===== config.mk =====
export PLATFORM = sky130hd
export DESIGN_NAME = multicycle_control_flat
export DESIGN_NICKNAME = d
export VERILOG_FILES = /design/src/rtl/multicycle_control_pkg.sv /design/src/rtl/multicycle_control_if.sv /design/src/rtl/multicycle_control_instr_decode.sv /design/src/rtl/multicycle_control.sv /design/src/flat_wrapper.sv
export SDC_FILE = /design/constraint.sdc
export NUM_CORES = 1
export LEC_CHECK = 0
export ABC_AREA = 0
export CELL_PAD_IN_SITES_DETAIL_PLACEMENT = 0
export CELL_PAD_IN_SITES_GLOBAL_PLACEMENT = 1
export CORE_UTILIZATION = 27
export CTS_CLUSTER_SIZE = 10
export DETAILED_ROUTE_END_ITERATION = 10
export HOLD_SLACK_MARGIN = 0.03
export PLACE_DENSITY_LB_ADDON = 0.1
export SLEW_MARGIN = 20
export SYNTH_ARGS = -nofsm -noshare
export SYNTH_HDL_FRONTEND = slang
export SYNTH_SLANG_ARGS = --single-unit

===== constraint.sdc =====
create_clock -name clk -period 2.1 [get_ports clk]
set_input_delay 0.525 -clock clk [delete_from_list [all_inputs] [get_ports clk]]
set_output_delay 0.525 -clock clk [all_outputs]
set_load 0.005 [all_outputs]

===== src/rtl/multicycle_control_pkg.sv =====
// multicycle_control_pkg: opcodes, ALU/mux encodings and FSM types
// shared by the multi-cycle RV32I control unit.
package multicycle_control_pkg;

   localparam logic [6:0] OP_LUI    = 7'b0110111;
   localparam logic [6:0] OP_AUIPC  = 7'b0010111;
   localparam logic [6:0] OP_JAL    = 7'b1101111;
   localparam logic [6:0] OP_JALR   = 7'b1100111;
   localparam logic [6:0] OP_BRANCH = 7'b1100011;
   localparam logic [6:0] OP_LOAD   = 7'b0000011;
   localparam logic [6:0] OP_STORE  = 7'b0100011;
   localparam logic [6:0] OP_IMM    = 7'b0010011;
   localparam logic [6:0] OP_REG    = 7'b0110011;

   localparam logic [2:0] F3_ADD  = 3'b000;
   localparam logic [2:0] F3_SLL  = 3'b001;
   localparam logic [2:0] F3_SLT  = 3'b010;
   localparam logic [2:0] F3_SLTU = 3'b011;
   localparam logic [2:0] F3_XOR  = 3'b100;
   localparam logic [2:0] F3_SR   = 3'b101;
   localparam logic [2:0] F3_OR   = 3'b110;
   localparam logic [2:0] F3_AND  = 3'b111;

   localparam logic [2:0] F3_BEQ  = 3'b000;
   localparam logic [2:0] F3_BNE  = 3'b001;
   localparam logic [2:0] F3_BLT  = 3'b100;
   localparam logic [2:0] F3_BGE  = 3'b101;
   localparam logic [2:0] F3_BLTU = 3'b110;
   localparam logic [2:0] F3_BGEU = 3'b111;

   typedef enum logic [3:0] {
      ALU_ADD, ALU_SUB, ALU_SLL, ALU_SLT,
      ALU_SLTU, ALU_XOR, ALU_SRL, ALU_SRA,
      ALU_OR, ALU_AND, ALU_BEQ, ALU_BNE,
      ALU_BLT, ALU_BGE, ALU_BLTU, ALU_BGEU
   } alu_op_e;

   typedef enum logic [2:0] {
      RES_ALU, RES_IMM, RES_PC_IMM, RES_PC4, RES_LOAD
   } result_src_e;

   typedef enum logic [1:0] {
      PC_JALR, PC_JAL, PC_BRANCH, PC_PLUS4
   } pc_src_e;

   typedef enum logic [2:0] {
      IT_U, IT_J, IT_R, IT_I, IT_S, IT_B
   } instr_type_e;

   typedef enum logic [2:0] {
      S_IDLE, S_FETCH, S_DECODE, S_EXECUTE,
      S_MEM, S_WRITEBACK, S_TRAP
   } state_e;

   typedef enum logic [1:0] {
      TC_NONE, TC_ILLEGAL, TC_TIMEOUT
   } trap_cause_e;

   typedef struct packed {
      alu_op_e     alu;
      logic        alu_src;
      result_src_e res;
      instr_type_e itype;
      logic        illegal;
   } dec_t;

   function automatic int wd_width(int t);
      return (t < 1) ? 1 : $clog2(t + 1);
   endfunction

   function automatic alu_op_e alu_arith(logic [2:0] f3, logic alt);
      alu_op_e op;
      case (f3)
         F3_ADD:  op = alt ? ALU_SUB : ALU_ADD;
         F3_SLL:  op = ALU_SLL;
         F3_SLT:  op = ALU_SLT;
         F3_SLTU: op = ALU_SLTU;
         F3_XOR:  op = ALU_XOR;
         F3_SR:   op = alt ? ALU_SRA : ALU_SRL;
         F3_OR:   op = ALU_OR;
         default: op = ALU_AND;
      endcase
      return op;
   endfunction

endpackage


===== src/rtl/multicycle_control_if.sv =====
// multicycle_control_if: shared fetch/data memory port with a
// valid/ready handshake.
interface multicycle_control_if;
   logic       mem_req;
   logic       mem_we;
   logic [2:0] mem_funct3;
   logic       adr_src;
   logic       mem_ready;

   modport master (
      output mem_req, mem_we, mem_funct3, adr_src,
      input  mem_ready
   );

   modport slave (
      input  mem_req, mem_we, mem_funct3, adr_src,
      output mem_ready
   );
endinterface


===== src/rtl/multicycle_control_instr_decode.sv =====
// instr_decode: combinational RV32I field decode into ALU op,
// operand/result selects, immediate format and an illegal flag.
module instr_decode
   import multicycle_control_pkg::*;
(
   input  logic [31:0] instr_i,
   output dec_t        dec_o
);

   logic [6:0] opc;
   logic [2:0] f3;
   logic       f7_5;
   logic       unused_fields;

   assign opc  = instr_i[6:0];
   assign f3   = instr_i[14:12];
   assign f7_5 = instr_i[30];
   assign unused_fields = ^{instr_i[31], instr_i[29:15], instr_i[11:7]};

   always_comb begin
      dec_o.alu     = ALU_ADD;
      dec_o.alu_src = 1'b1;
      dec_o.res     = RES_ALU;
      dec_o.itype   = IT_I;
      dec_o.illegal = 1'b0;
      unique case (opc)
         OP_REG: begin
            dec_o.alu     = alu_arith(f3, f7_5);
            dec_o.alu_src = 1'b0;
            dec_o.itype   = IT_R;
            dec_o.illegal = f7_5 && (f3 != F3_ADD) && (f3 != F3_SR);
         end
         OP_IMM: begin
            // funct7_5 only selects SRAI; on ADDI it is immediate data
            dec_o.alu     = alu_arith(f3, f7_5 && (f3 == F3_SR));
            dec_o.illegal = f7_5 && (f3 == F3_SLL);
         end
         OP_LOAD: begin
            dec_o.res     = RES_LOAD;
            dec_o.illegal = (f3 == 3'b011) || (f3[2:1] == 2'b11);
         end
         OP_STORE: begin
            dec_o.itype   = IT_S;
            dec_o.illegal = f3 > 3'b010;
         end
         OP_BRANCH: begin
            dec_o.alu_src = 1'b0;
            dec_o.itype   = IT_B;
            unique case (f3)
               F3_BEQ:  dec_o.alu = ALU_BEQ;
               F3_BNE:  dec_o.alu = ALU_BNE;
               F3_BLT:  dec_o.alu = ALU_BLT;
               F3_BGE:  dec_o.alu = ALU_BGE;
               F3_BLTU: dec_o.alu = ALU_BLTU;
               F3_BGEU: dec_o.alu = ALU_BGEU;
               default: dec_o.illegal = 1'b1;
            endcase
         end
         OP_LUI: begin
            dec_o.res   = RES_IMM;
            dec_o.itype = IT_U;
         end
         OP_AUIPC: begin
            dec_o.res   = RES_PC_IMM;
            dec_o.itype = IT_U;
         end
         OP_JAL: begin
            dec_o.res   = RES_PC4;
            dec_o.itype = IT_J;
         end
         OP_JALR: begin
            dec_o.res = RES_PC4;
         end
         default: begin
            dec_o.alu_src = 1'b0;
            dec_o.illegal = 1'b1;
         end
      endcase
   end

endmodule


===== src/rtl/multicycle_control.sv =====
// multicycle_control: sequencing FSM, shared memory port control and
// bus-timeout watchdog for the multi-cycle RV32I core.
module multicycle_control
   import multicycle_control_pkg::*;
#(
   parameter int TIMEOUT_CYCLES = 15,
   parameter bit TRAP_EN        = 1'b1
) (
   input  logic                 clk,
   input  logic                 rst_n,
   multicycle_control_if.master mem,
   input  logic [31:0]          instr_i,
   input  logic                 branch_taken_i,
   output logic                 ir_we_o,
   output logic                 pc_we_o,
   output logic [1:0]           pc_src_o,
   output logic                 reg_we_o,
   output logic                 alu_src_o,
   output logic [3:0]           alu_control_o,
   output logic [2:0]           result_src_o,
   output logic [2:0]           instruction_type_o,
   output logic                 retire_o,
   output logic                 trap_o,
   output logic [1:0]           trap_cause_o
);

   localparam int WDW = wd_width(TIMEOUT_CYCLES);
   localparam bit WD_ON = TIMEOUT_CYCLES > 0;
   localparam logic [WDW-1:0] WD_LAST =
      WDW'(WD_ON ? TIMEOUT_CYCLES - 1 : 0);

   state_e         state_q, state_d;
   trap_cause_e    cause_q, cause_d;
   logic [WDW-1:0] wd_q, wd_d;
   dec_t           dec;
   logic [6:0]     opc;
   logic [2:0]     f3;
   logic           is_load, is_store, is_branch;
   logic           is_jal, is_jalr;
   logic           req_c, wait_c, wd_expire, dec_vis;
   logic           unused_instr;

   instr_decode u_dec (
      .instr_i (instr_i),
      .dec_o   (dec)
   );

   assign opc       = instr_i[6:0];
   assign f3        = instr_i[14:12];
   assign is_load   = opc == OP_LOAD;
   assign is_store  = opc == OP_STORE;
   assign is_branch = opc == OP_BRANCH;
   assign is_jal    = opc == OP_JAL;
   assign is_jalr   = opc == OP_JALR;
   assign unused_instr = ^{instr_i[31:15], instr_i[11:7]};

   assign req_c   = (state_q == S_FETCH) || (state_q == S_MEM);
   assign wait_c  = req_c && !mem.mem_ready;
   // a completing request never expires: ready beats the watchdog
   assign wd_expire = WD_ON && wait_c && (wd_q == WD_LAST);
   assign dec_vis = state_q inside {S_DECODE, S_EXECUTE,
                                    S_MEM, S_WRITEBACK};

   always_comb begin
      state_d            = state_q;
      cause_d            = cause_q;
      mem.mem_req        = req_c;
      mem.mem_we         = 1'b0;
      mem.mem_funct3     = 3'b000;
      mem.adr_src        = 1'b0;
      ir_we_o            = 1'b0;
      pc_we_o            = 1'b0;
      pc_src_o           = PC_JALR;
      reg_we_o           = 1'b0;
      alu_src_o          = 1'b0;
      alu_control_o      = ALU_ADD;
      result_src_o       = RES_ALU;
      instruction_type_o = IT_U;
      if (dec_vis) begin
         alu_src_o          = dec.alu_src;
         alu_control_o      = dec.alu;
         result_src_o       = dec.res;
         instruction_type_o = dec.itype;
      end
      unique case (state_q)
         S_IDLE: state_d = S_FETCH;
         S_FETCH: begin
            if (mem.mem_ready) begin
               ir_we_o = 1'b1;
               state_d = S_DECODE;
            end else if (wd_expire) begin
               state_d = S_TRAP;
               cause_d = TC_TIMEOUT;
            end
         end
         S_DECODE: begin
            if (!dec.illegal) begin
               state_d = S_EXECUTE;
            end else if (TRAP_EN) begin
               state_d = S_TRAP;
               cause_d = TC_ILLEGAL;
            end else begin
               pc_we_o  = 1'b1;
               pc_src_o = PC_PLUS4;
               state_d  = S_FETCH;
            end
         end
         S_EXECUTE: begin
            if (is_branch) begin
               pc_we_o  = 1'b1;
               pc_src_o = branch_taken_i ? PC_BRANCH : PC_PLUS4;
               state_d  = S_FETCH;
            end else if (is_load || is_store) begin
               state_d = S_MEM;
            end else begin
               state_d = S_WRITEBACK;
            end
         end
         S_MEM: begin
            mem.adr_src    = 1'b1;
            mem.mem_we     = is_store;
            mem.mem_funct3 = f3;
            if (mem.mem_ready) begin
               if (is_store) begin
                  pc_we_o  = 1'b1;
                  pc_src_o = PC_PLUS4;
                  state_d  = S_FETCH;
               end else begin
                  state_d = S_WRITEBACK;
               end
            end else if (wd_expire) begin
               state_d = S_TRAP;
               cause_d = TC_TIMEOUT;
            end
         end
         S_WRITEBACK: begin
            reg_we_o = 1'b1;
            pc_we_o  = 1'b1;
            pc_src_o = is_jal  ? PC_JAL  :
                       is_jalr ? PC_JALR : PC_PLUS4;
            state_d  = S_FETCH;
         end
         S_TRAP: state_d = S_TRAP;
         default: state_d = S_IDLE;
      endcase
   end

   always_comb begin
      wd_d = wd_q;
      if ((state_d != state_q) || mem.mem_ready) begin
         wd_d = '0;
      end else if (wait_c) begin
         wd_d = wd_q + 1'b1;
      end
   end

   always_ff @(posedge clk or negedge rst_n) begin
      if (!rst_n) begin
         state_q <= S_IDLE;
         cause_q <= TC_NONE;
         wd_q    <= '0;
      end else begin
         state_q <= state_d;
         cause_q <= cause_d;
         wd_q    <= wd_d;
      end
   end

   assign retire_o     = pc_we_o;
   assign trap_o       = state_q == S_TRAP;
   assign trap_cause_o = cause_q;

endmodule


===== src/flat_wrapper.sv =====
// flat-port wrapper written by rule: the top's interface ports become plain ports
module multicycle_control_flat import multicycle_control_pkg::*;
#(
   parameter int TIMEOUT_CYCLES = 15,
   parameter bit TRAP_EN        = 1'b1
)
  (clk, rst_n, instr_i, branch_taken_i, ir_we_o, pc_we_o, pc_src_o, reg_we_o, alu_src_o, alu_control_o, result_src_o, instruction_type_o, retire_o, trap_o, trap_cause_o, mem_mem_req, mem_mem_we, mem_mem_funct3, mem_adr_src, mem_mem_ready);
  multicycle_control_if mem_i ();
  input  logic clk;
  input  logic rst_n;
  input  logic [31:0] instr_i;
  input  logic branch_taken_i;
  output logic ir_we_o;
  output logic pc_we_o;
  output logic [1:0] pc_src_o;
  output logic reg_we_o;
  output logic alu_src_o;
  output logic [3:0] alu_control_o;
  output logic [2:0] result_src_o;
  output logic [2:0] instruction_type_o;
  output logic retire_o;
  output logic trap_o;
  output logic [1:0] trap_cause_o;
  output wire logic [$bits(mem_i.mem_req)-1:0] mem_mem_req;
  output wire logic [$bits(mem_i.mem_we)-1:0] mem_mem_we;
  output wire logic [$bits(mem_i.mem_funct3)-1:0] mem_mem_funct3;
  output wire logic [$bits(mem_i.adr_src)-1:0] mem_adr_src;
  input wire logic [$bits(mem_i.mem_ready)-1:0] mem_mem_ready;
  assign mem_mem_req = mem_i.mem_req;
  assign mem_mem_we = mem_i.mem_we;
  assign mem_mem_funct3 = mem_i.mem_funct3;
  assign mem_adr_src = mem_i.adr_src;
  assign mem_i.mem_ready = mem_mem_ready;
  multicycle_control #(.TIMEOUT_CYCLES(TIMEOUT_CYCLES), .TRAP_EN(TRAP_EN)) u_core (.clk(clk), .rst_n(rst_n), .mem(mem_i), .instr_i(instr_i), .branch_taken_i(branch_taken_i), .ir_we_o(ir_we_o), .pc_we_o(pc_we_o), .pc_src_o(pc_src_o), .reg_we_o(reg_we_o), .alu_src_o(alu_src_o), .alu_control_o(alu_control_o), .result_src_o(result_src_o), .instruction_type_o(instruction_type_o), .retire_o(retire_o), .trap_o(trap_o), .trap_cause_o(trap_cause_o));
endmodule

* Word-level counts from Yosys, hierarchy flattened *
Cells that the tools add are included.

storage, ports and cells
  logic and storage cells = 107
  flip-flop bits (word level) = 9

operators by class
  reduce and logical (&&, ||, !) cells = 25
  multiplexer cells = 48
  equal/unequal tests = 29
  $add $sub $neg = 1
  magnitude comparators = 1

operators by type and width
  cell                                            number
  case mux 4 bit (7 select lines)                 2
  two-way mux 3 bit                               9
  case mux 4 bit (6 select lines)                 1
  == test 3 bit (second input constant)           7
  == test 7 x 6 -> 1 bit (second input constant)  3
  == test 7 bit (second input constant)           3
  case mux 3 bit (6 select lines)                 1
  two-way mux 1 bit                               17
  two-way mux 2 bit                               8
  case mux 3 bit (5 select lines)                 1
  == test 7 x 5 -> 1 bit (second input constant)  2
  == test 3 x 2 -> 1 bit (second input constant)  4
  two-way mux 4 bit                               3
  case mux 3 bit (4 select lines)                 1
  case mux 4 bit (3 select lines)                 1
  OR reduction 2 bit                              4
  == test 7 x 2 -> 1 bit (second input constant)  1
  OR reduction 7 bit                              1
  == test 3 x 1 -> 1 bit (second input constant)  2
  logical AND 1 bit                               6
  zero test 3 bit                                 2
  case mux 1 bit (6 select lines)                 1
  case mux 2 bit (3 select lines)                 1
  OR reduction 6 bit                              1
  17 further kinds                                22

* Logic depth before layout (Yosys ltp) *
Gate-level depths: netlist of the first run.

  depth after elaboration = 10
  gate-level depth with buffers = 9
  gate-level depth less buffers = 8

* By module *
From an unflattened synthesis of the first run, not the netlist that was laid out.

unflattened totals
  cell total of the unflattened synthesis = 166
  area, all modules = 1226.2 µm²

modules (own cells, without submodules)
  module              cells an instance  times used  area each (µm²)
  multicycle_control  99                 1           778.2
  instr_decode        67                 1           447.9

* Least setup slack after synthesis of the first run *
Ideal clock, no wire load.

  kind = input -> output
  from = input instr_i[2]
  to = output alu_control_o[1]
  required time = 1.575 ns
  cell stages on the path = 7
  path buffers = 1
  slack = 0.001 ns
  arrival time = 1.574 ns
  cells stage by stage = buf_6 nand4bb_4 nor2_1 nand2_1 o22ai_1 a21oi_1 a211oi_1

on the way
  longest elaborated chain between the ends = 3
  elaborated cells between the ends (all ways) = 5
  classes of those cells = eq/ne: 3; mux: 2

RTL lines
  what                                   RTL line                               RTL
  start, declared                        flat_wrapper.sv:11                     input logic [31:0] instr_i;
  == test 7 bit (tied with other cells)  multicycle_control_instr_decode.sv:26  unique case (opc)
  case mux 4 bit (3 select lines) *      multicycle_control_instr_decode.sv:26
  two-way mux 4 bit *                    multicycle_control.sv:79               if (dec_vis) begin
  end, declared                          flat_wrapper.sv:18                     output logic [3:0] alu_control_o;

Mark *: on every way between the ends. The rest lies on a longest branch, timed or not.

* Final worst setup path of the first run *
  from = input instr_i[2]
  to = register u_core.cause_q[1] (netlist: u_core.trap_cause_o[1])

on the way
  longest elaborated chain between the ends = 5
  elaborated cells between the ends (all ways) = 13
  classes of those cells = eq/ne: 10; mux: 1; reduce/logical: 2

RTL lines
  what                                               RTL line                               RTL
  == test 7 x 5 -> 1 bit (tied with other cells)     multicycle_control_instr_decode.sv:26
  OR reduction 4 bit (no source line)                n/a
  case mux 1 bit (6 select lines) *                  multicycle_control_instr_decode.sv:26
  inequality test 2 x 1 -> 1 bit (no source line) *  n/a
  AND reduction 4 bit (no source line) *             n/a
  end signal, assigned                               multicycle_control.sv:164              cause_q <= cause_d;
  end, declared                                      multicycle_control.sv:33               trap_cause_e cause_q, cause_d;

Marks and branches as above.
A chain may end at the register's enable or synchronous reset.

==> results of run 1 <==
-- kinds of logic after synthesis --
kind of cell	count (synthesis)
AOI/OAI and AO/OA	42
xor gates and xnor gates	4
and+or+nand+nor	90
adders and majority gates	2
DFF	9
buffers and inverters	23
-- worst max-delay path, stage by stage --
cell and delay (ns):
buf_8 0.09, nand4bb_4 0.26, buf_4 0.17, buf_6 0.10
or3_4 0.37, buf_4 0.16, nor2_4 0.10, nor3_1 0.06
o21ai_2 0.12, buf_4 0.15, nand3b_1 0.12, a21boi_2 0.18
-- registers in the layout, summed over array words and instances, names as in the netlist --
name	cells
u_core.wd_q	4
u_core.state_q	3
u_core.trap_cause_o	2
-- power groups by stage --
stage | Sequential, mW | Combinational (mW) | Clock (mW)
6_report | 0.272 | 1.46 | 0.200
4_1_cts | 0.266 | 1.34 | 0.208
5_1_grt | 0.280 | 1.58 | 0.221
3_3_place_gp | 0.267 | 1.11 | 0
3_5_place_dp | 0.268 | 1.13 | 0
2_1_floorplan | 0.247 | 0.578 | 0
-- worst min path at each step --
| stage | to | slack, ns | startpoint | cells after the start |
|---|---|---|---|---|
| finish | u_core.trap_cause_o[0] | 0.48 | u_core.trap_cause_o[0] | 2 |
| detailed placement | u_core.trap_cause_o[0] | 0.47 | u_core.trap_cause_o[0] | 2 |
| global route | u_core.trap_cause_o[0] | 0.53 | u_core.trap_cause_o[0] | 2 |
| global placement | u_core.trap_cause_o[0] | 0.46 | u_core.trap_cause_o[0] | 2 |
| floorplan | u_core.state_q[0] | 0.23 | rst_n | 0 |
| CTS | u_core.trap_cause_o[0] | 0.48 | u_core.trap_cause_o[0] | 2 |
-- final cells by class --
class / count / area [um^2]
Sequential cell: 9 / 225.2
Clock buffer: 4 / 45.04
Multi-Input combinational cell: 138 / 1137
Tap cell: 50 / 62.56
Timing Repair Buffer: 118 / 997.2
Fill cell: 387 / 1618
Inverter: 8 / 30.03
-- layout by cell type (no fill, tap or decap), types with 3 or more instances in the layout --
cell,n
nor2_1,10
nand2b_1,3
o21ai_0,5
nor4_2,5
nand3_1,3
nor3_2,3
inv_1,8
nor3_1,4
and2_1,4
nand3b_1,3
dfrtp_1,9
nand2_1,16
clkdlybuf4s50_1,8
buf_2,14
nand2_2,4
dlygate4sd2_1,7
nand2b_4,4
a211oi_1,3
nor2_4,7
clkbuf_8,3
nor3_4,3
buf_6,23
buf_4,58
a31oi_1,3
a21oi_1,8
-- routing by layer --
metal / vias to the layer above / global-route usage / share of wire
met5: - / 0 / 0
met4: 0 / 0.05729 / 0.012
met3: 6 / 0.04112 / 0.037
met2: 40 / 0.3591 / 0.49
met1: 770 / 0.2725 / 0.46
li1: 821 / - / -
-- stage by stage --
step / instance area (um^2) / utilization / std cells / worst slack [ns]
CTS: 2333 / 0.5670 / 322 / -0.1647
detailed placement: 1964 / 0.4773 / 297 / -1.074
floorplan: 1195 / - / 170 / 0.0006547
global placement: 1964 / 0.4773 / 297 / -1.018
global route: 2497 / 0.6069 / 327 / -0.2964
finish: 2497 / 0.6069 / 327 / -0.1893
-- timing repair --
action,4_1_cts,5_1_grt
hold buffers,0,0
pin swaps,21,19
resized for setup,157,36
buffers inserted,21,6
setup endpoints to repair,32,27
cloned,1,0
==> impl_metrics.yaml, run 1 <==
worst_setup_path:
  cp-start-kind: "input port"
  crit_path_start: "instr_i[2]"
  crit_end: "u_core.trap_cause_o[1]"
  worst_r2r_endpoint: "u_core.wd_q[0]"
  critPathKind: "input port to flop"
  worst_ep_required_time_ns: 2.22
  rr_worst_depth: 8
  worstPathArrival_ns: 2.41
  reg2reg_slack_ns: 0.09
  regToRegStartpoint: "u_core.state_q[1]"
  cp_max_fo: 5
  cp-end-kind: "flop"
placed_design:
  io_buffers: 40
  place_hpwl_um: 3460
  gp_congestion: 0.9058
power:
  ir_drop_mv: 0.4275
  p_sw_frac: 0.4127
  p_clk_frac: 0.103
  seq_power_share: 0.140
  p_leak_nw: 1.131
  finalPower_mw: 1.937
  combPwrFrac: 0.756
  intPower_mw: 1.137
  power_density_mw_per_mm2: 775.4
  switching_power_mw: 0.7993
cts:
  cts_max_path_buffers: 2
  clkSinkCount: 9
  cts_root_buf: "clkbuf_8"
  insertion_delay_ns: 0.23
  cts_max_level: 1
  cts_buffers: 3
  cts_tree: "yes"
  clkTransAtPathRegs_ns: 0.04
sta:
  finalHoldViolCount: 0
  fin_skew_ns: 0.0005951
  slew_headroom: 0.7187
  period_needed_ns: 2.289
  holdWs_ns: 0.4804
  tns_ns: -1.975
  timing.final.ws_setup_ns: -0.1893
  post-route-period-util: 1.090
  rsz0062_at_grt: "yes"
  slew_violations: 0
  fmax_ghz: 0.4368
  tightest_slew_ns: 0.4206
  setup_viol: 18
synthesis:
  synth_cell_types: 53
  synth_area_leaders: "dfrtp_1 (19%), nand2_1 (6.3%), nor2_1 (4.7%)"
  synth.avg_cell_area_um2: 7.029
  async_reset_ff_frac: 1.000
  ys_top_cells_by_count: "nand2_1 (20), nor2_1 (15), a21oi_1 (10), nor3_1 (10), dfrtp_1 (9)"
  synth-seq-cells: 9
  synth_top_area_frac: 0.1885
  synthAdderAreaFrac: 0.02094
  synth_compound_area_frac: 0.2377
  syn-num-nets: 208
  synth_top_family_by_area: "simple AND/OR/NAND/NOR gates"
  synth.cell_area_mm2: 0.001195
  yosys_warnings: 0
  yosysSeqAreaShare: 0.1885
  synth-simple-area-share: 0.4283
  netlist_instances: 170
  synth_xor_area_frac: 0.02932
  yosys.area.top_type: "dfrtp_1"
  yosysMostFrequentCell: "nand2_1"
  synthMuxAreaShare: 0
  synth_flop_cell: "dfrtp_1"
  synth_edf_count: 0
final_layout:
  diodes: 0
  finish.net_count: 316
  syn_to_final_growth_pct: 109.0
  final_layout_size_suffix_gt1_frac: 0.5560
route:
  ant_nets: 0
  drt_pass1_iterations: 4
  wire_per_inst_um: 14.59
  drt_iter0_markers: 80
  vias_per_cell: 5.006
  drt-total-wl_um: 4771
  vias: 1637
  drc: 0
grt:
  track_usage: 0.2123
  grt_antenna_before_repair: 0
  overflow: 0
  grt_pass1_vias: 1635
  grt_max_degree: 10
  grt_pass1_wl_um: 7383
die:
  die_w_um: 68.53
  die_height_um: 68.53
  die_area_mm2: 0.004696
  rows: 23
  io_pins: 62
  start_util: 0.2904
  core_mm2: 0.004115
worst_hold_path:
  min_path_type: "flop to flop"
run_status:
  violations: "setup timing"
  status: "finished with violations"
job:
  cap_violations: 0
No activity file was read; power rests on OpenSTA's default activity.
==> run 2, diff against run 1 <==
Settings changed: CORE_MARGIN set to 5.
==> run 2 against run 1 <==
  * Worst hold slack better by 0.016 ns
  * Final cell count down 2.8%
  * Critical path depth down 6
  * Clock skew up 0.0039 ns
  * Largest power group unchanged
  * Highest routed layer unchanged
  * Setup slack improved by 0.086 ns
  * Non-clock buffer count fell by 11
  * Critical path type is now input port to primary output
  * The flow still finishes with violations (setup timing)
==> impl_metrics.yaml, run 2 (synthesized netlist as in run 1, its figures left out) <==
die:
  core_mm2: 0.004324
  die_area_mm2: 0.005856
  io_pins: 62
  start_util: 0.2763
  rows: 24
  die_w_um: 76.53
  die_height_um: 76.53
placed_design:
  dp.cells: 299
  dp_slack_ns: -1.062
  place_hpwl_um: 3592
  io_buffers: 40
  gp_congestion: 0.8559
grt:
  grt_max_degree: 11
  overflow: 0
  grt_pass1_wl_um: 7728
  track_usage: 0.1561
  grt_antenna_before_repair: 0
  grt_pass1_vias: 1688
cts:
  cts_max_level: 1
  cts_tree: "yes"
  cts_root_buf: "clkbuf_8"
  cts_max_path_buffers: 2
  clkTransAtPathRegs_ns: 0.05
  insertion_delay_ns: 0.23
  cts_buffers: 3
  clkSinkCount: 9
worst_setup_path:
  cp-start-kind: "input port"
  cp-end-kind: "primary output"
  critPathKind: "input port to primary output"
  worst_ep_required_time_ns: 1.57
  worstPathArrival_ns: 1.68
  cp_max_fo: 4
sta:
  holdWs_ns: 0.4968
  setup_viol: 13
  rsz0062_at_grt: "yes"
  tightest_slew_ns: 0.4335
  finalHoldViolCount: 0
  post-route-period-util: 1.049
  timing.final.ws_setup_ns: -0.1030
  fmax_ghz: 0.4539
  period_needed_ns: 2.203
  fin_skew_ns: 0.004496
  slew_violations: 0
  slew_headroom: 0.7101
run_status:
  violations: "setup timing"
  status: "finished with violations"
final_layout:
  layout_common_cells: "buf_4 (54), buf_6 (18), nand2_1 (14)"
  syn_to_final_growth_pct: 102.3
  diodes: 0
  regMostFlops: "u_core.wd_q"
  largest_reg_flops: 4
  finish.net_count: 305
  layout.cells.non_filler: 318
  layout_commonest_cell: "buf_4"
  final_layout_size_suffix_gt1_frac: 0.5639
route:
  drt_pass1_iterations: 4
  drt-total-wl_um: 4785
  vias_per_cell: 5.182
  drc: 0
  drt_iter0_markers: 61
  vias: 1648
  ant_nets: 0
  wire_per_inst_um: 15.05
power:
  ir_drop_mv: 0.3439
  combPwrFrac: 0.734
  p_sw_frac: 0.4180
  power_density_mw_per_mm2: 790.8
  p_leak_nw: 1.140
  seq_power_share: 0.159
  intPower_mw: 1.113
  switching_power_mw: 0.7991
  p_clk_frac: 0.107
job:
  cap_violations: 0
worst_hold_path:
  min_path_type: "flop to flop"
==> run 2: cell types whose count changed in the layout (fill, tap and decap cells not counted), moves of 4 or more <==
cell	previous run	this run
nor2_4	7	3
clkdlybuf4s50_1	8	4
nor2_2	0	5
buf_6	23	18
buf_4	58	54
==> run 2: final cells by class <==
type	instances	area, um^2
flip-flops and latches	9	227.7
fillers	409	1907
clock buffers	4	45.04
well taps	52	65.06
repair buffers	107	900.9
multi-input cells	138	1144
inverters	8	35.03
==> run 2: what timing repair did <==
item,in CTS,in global routing
hold buffers,0,0
pin swaps,23,15
endpoints found under the setup margin,31,23
gates resized for setup,158,41
setup buffers,9,6
==> run 2: power by group through the flow <==
stage / clock [mW] / sequential [mW] / combinational, mW
global placement: 0 / 0.273 / 1.15
floorplan: 0 / 0.247 / 0.578
CTS: 0.204 / 0.285 / 1.26
detailed placement: 0 / 0.275 / 1.16
finish: 0.205 / 0.305 / 1.40
global route: 0.217 / 0.313 / 1.52
==> run 2: layer usage <==
| layer | track usage | part of all wire | up-vias |
|---|---|---|---|
| li1 | - | - | 802 |
| met1 | 0.1929 | 0.46 | 799 |
| met2 | 0.2765 | 0.50 | 43 |
| met3 | 0.04019 | 0.038 | 4 |
| met4 | 0.02098 | 0.0061 | 0 |
| met5 | 0 | 0 | - |
==> run 2: critical path: stages <==
cell and delay (ns):
buf_8 0.10, nand4bb_4 0.27, buf_6 0.17, or3_4 0.38, nor3_2 0.10, buf_2 0.13
==> run 2: through the flow <==
stage / util / setup TNS, ns / total power [mW] / cell area [um^2]
CTS: 0.5182 / -0.7679 / 1.746 / 2241
finish: 0.5590 / -0.6435 / 1.912 / 2417
detailed placement: 0.4549 / -19.52 / 1.432 / 1967
floorplan: - / 0 / 0.8251 / 1195
global route: 0.5590 / -1.893 / 2.048 / 2417
global placement: 0.4549 / -19.06 / 1.419 / 1967
==> run 2: path summary, 6_finish.rpt <==
check | startpoint | end | slack [ns] | depth (start not counted)
worst max-delay path | instr_i[2] | mem_mem_we | -0.10 | 6
worst min-delay path | u_core.trap_cause_o[0] | u_core.trap_cause_o[0] | 0.50 | 2
worst max register to register | u_core.state_q[1] | u_core.wd_q[0] | 0.06 | 9
max in group asynchronous | rst_n | u_core.state_q[1] | 1.18 | 1
worst min register to register | u_core.trap_cause_o[0] | u_core.trap_cause_o[0] | 0.50 | 2
min in group asynchronous | rst_n | u_core.state_q[0] | 0.60 | 1
==> run 3, diff against run 2 <==
==> constraint.sdc (replaced) <==
create_clock -name clk -period 2.1 [get_ports clk]
set_input_delay 0.42 -clock clk [delete_from_list [all_inputs] [get_ports clk]]
set_output_delay 0.42 -clock clk [all_outputs]
set_load 0.005 [all_outputs]
==> run 3 against run 2 <==
  * The flow still finishes with violations (setup timing)
  * Critical path depth increased by 4
  * Combinational power grew 21%
  * Sequential cell count did not move
  * Global-route usage shrank 0.081 points
  * Clock skew fell by 0.00092 ns
  * Maximum frequency is 4.4% higher
  * Critical endpoint is now u_core.wd_q[2]
==> impl_metrics.yaml, run 3 (synthesized netlist as in run 1, its figures left out) <==
sta:
  timing.final.ws_setup_ns: -0.01042
  post-route-period-util: 1.005
  slew_violations: 0
  tns_ns: -0.01136
  fmax_ghz: 0.4738
  period_needed_ns: 2.110
  holdWs_ns: 0.4789
  rsz0062_at_grt: "yes"
  setup_viol: 2
  tightest_slew_ns: 0.4100
  finalHoldViolCount: 0
  fin_skew_ns: 0.003578
  slew_headroom: 0.7258
worst_setup_path:
  path_common_cell: "buf_6"
  regToRegStartpoint: "u_core.state_q[1]"
  crit_end: "u_core.wd_q[2]"
  cp-start-kind: "flop"
  critPathKind: "flop to flop"
  slowest_delay_ns: 0.39
  worst_ep_required_time_ns: 2.24
  cp-end-kind: "flop"
  worst_r2r_endpoint: "u_core.wd_q[2]"
  cp_max_fo: 5
  rr_worst_depth: 10
  cpMaxStageDelayCell: "dfrtp_1"
  worstPathArrival_ns: 2.25
  path_cells: "buf_6 > buf_6 > nand2b_4 > or2b_1 > o221a_1 > nand2b_1 > o211a_1 > o21a_4 > buf_12 > nor4_4"
  crit_path_start: "u_core.state_q[1]"
  reg2reg_slack_ns: -0.01
run_status:
  status: "finished with violations"
  violations: "setup timing"
grt:
  use_met1: 0.2139
  grt_max_degree: 10
  overflow: 0
  grt-busiest-layer: "met2"
  track_usage: 0.1553
  grt_pass1_vias: 1678
  met3_usage: 0.02837
  grt_pass1_wl_um: 7797
  use_met2: 0.2543
  grt_antenna_before_repair: 0
cts:
  cts_root_buf: "clkbuf_8"
  cts_buffers: 3
  clkSinkCount: 9
  cts_tree: "yes"
  cts_max_path_buffers: 2
  insertion_delay_ns: 0.24
  cts_max_level: 1
  clkTransAtPathRegs_ns: 0.05
power:
  switching_power_mw: 0.8958
  p_clk_frac: 0.095
  ir_drop_mv: 0.3970
  p_leak_nw: 1.150
  combPwrFrac: 0.777
  seq_power_share: 0.128
  intPower_mw: 1.273
  power_density_mw_per_mm2: 878.0
  p_sw_frac: 0.4131
  finalPower_mw: 2.169
final_layout:
  largest_reg_flops: 4
  fin_area_mm2: 0.002470
  diodes: 0
  layout.cells.non_filler: 328
  syn_to_final_growth_pct: 106.7
  final_layout_size_suffix_gt1_frac: 0.5435
  layout_commonest_cell: "buf_4"
  finish.net_count: 315
  layout_common_cells: "buf_4 (65), nand2_1 (19), buf_2 (14)"
  fin_util: 0.5712
  regMostFlops: "u_core.wd_q"
route:
  vias_per_cell: 5.085
  ant_nets: 0
  vias: 1668
  wire_per_inst_um: 14.68
  drt_iter0_markers: 68
  drt_pass1_iterations: 4
  drc: 0
  drt-total-wl_um: 4815
placed_design:
  dp_slack_ns: -0.8727
  dp.cells: 300
  io_buffers: 40
  gp_congestion: 0.9116
  place_area_mm2: 0.001974
  place_hpwl_um: 3542
die:
  start_util: 0.2763
  rows: 24
  core_mm2: 0.004324
  io_pins: 62
  die_area_mm2: 0.005856
  die_height_um: 76.53
  die_w_um: 76.53
worst_hold_path:
  min_path_type: "input port to async pin"
job:
  cap_violations: 0
run 3: worst min-delay path by stage:
stage	end	slack, ns
floorplan	u_core.state_q[0]	0.12
global placement	u_core.trap_cause_o[0]	0.46
detailed placement	u_core.trap_cause_o[0]	0.47
CTS	u_core.wd_q[1]	0.49
global route	u_core.wd_q[3]	0.53
finish	u_core.wd_q[1]	0.48
run 3: metal layers:
metal	part of all wire	wire length, um	vias up
li1	-	-	821
met1	0.46	2223	804
met2	0.49	2350	38
met3	0.042	201	5
met4	0.0079	38	0
met5	0	0	-
run 3: area by class of cell:
type / count / area (um^2)
multi-input combinational: 138 / 1169
inverter: 8 / 30.03
timing repair buffer: 117 / 934.6
fill: 438 / 1854
sequential: 9 / 226.5
tap: 52 / 65.06
clock buffer: 4 / 45.04
run 3: power groups by stage:
stage	clock, mW	combinational [mW]	sequential, mW
3_5_place_dp	0	1.15	0.270
6_report	0.206	1.69	0.277
3_3_place_gp	0	1.14	0.268
4_1_cts	0.212	1.31	0.267
2_1_floorplan	0	0.578	0.247
5_1_grt	0.225	1.82	0.286
run 3: repair_timing:
item / CTS / global route
setup buffers: 13 / 14
resized for setup: 122 / 43
hold buffers: 0 / 0
pin swaps: 19 / 20
setup endpoints to repair: 30 / 20
run 3: critical path: cells and delay by family (launching register included):
family | cells | cell delay, ns
AOI/OAI and AO/OA | 3 | 0.59
buffers and inverters | 3 | 0.39
DFF | 1 | 0.39
and+or+nand+nor | 4 | 0.65
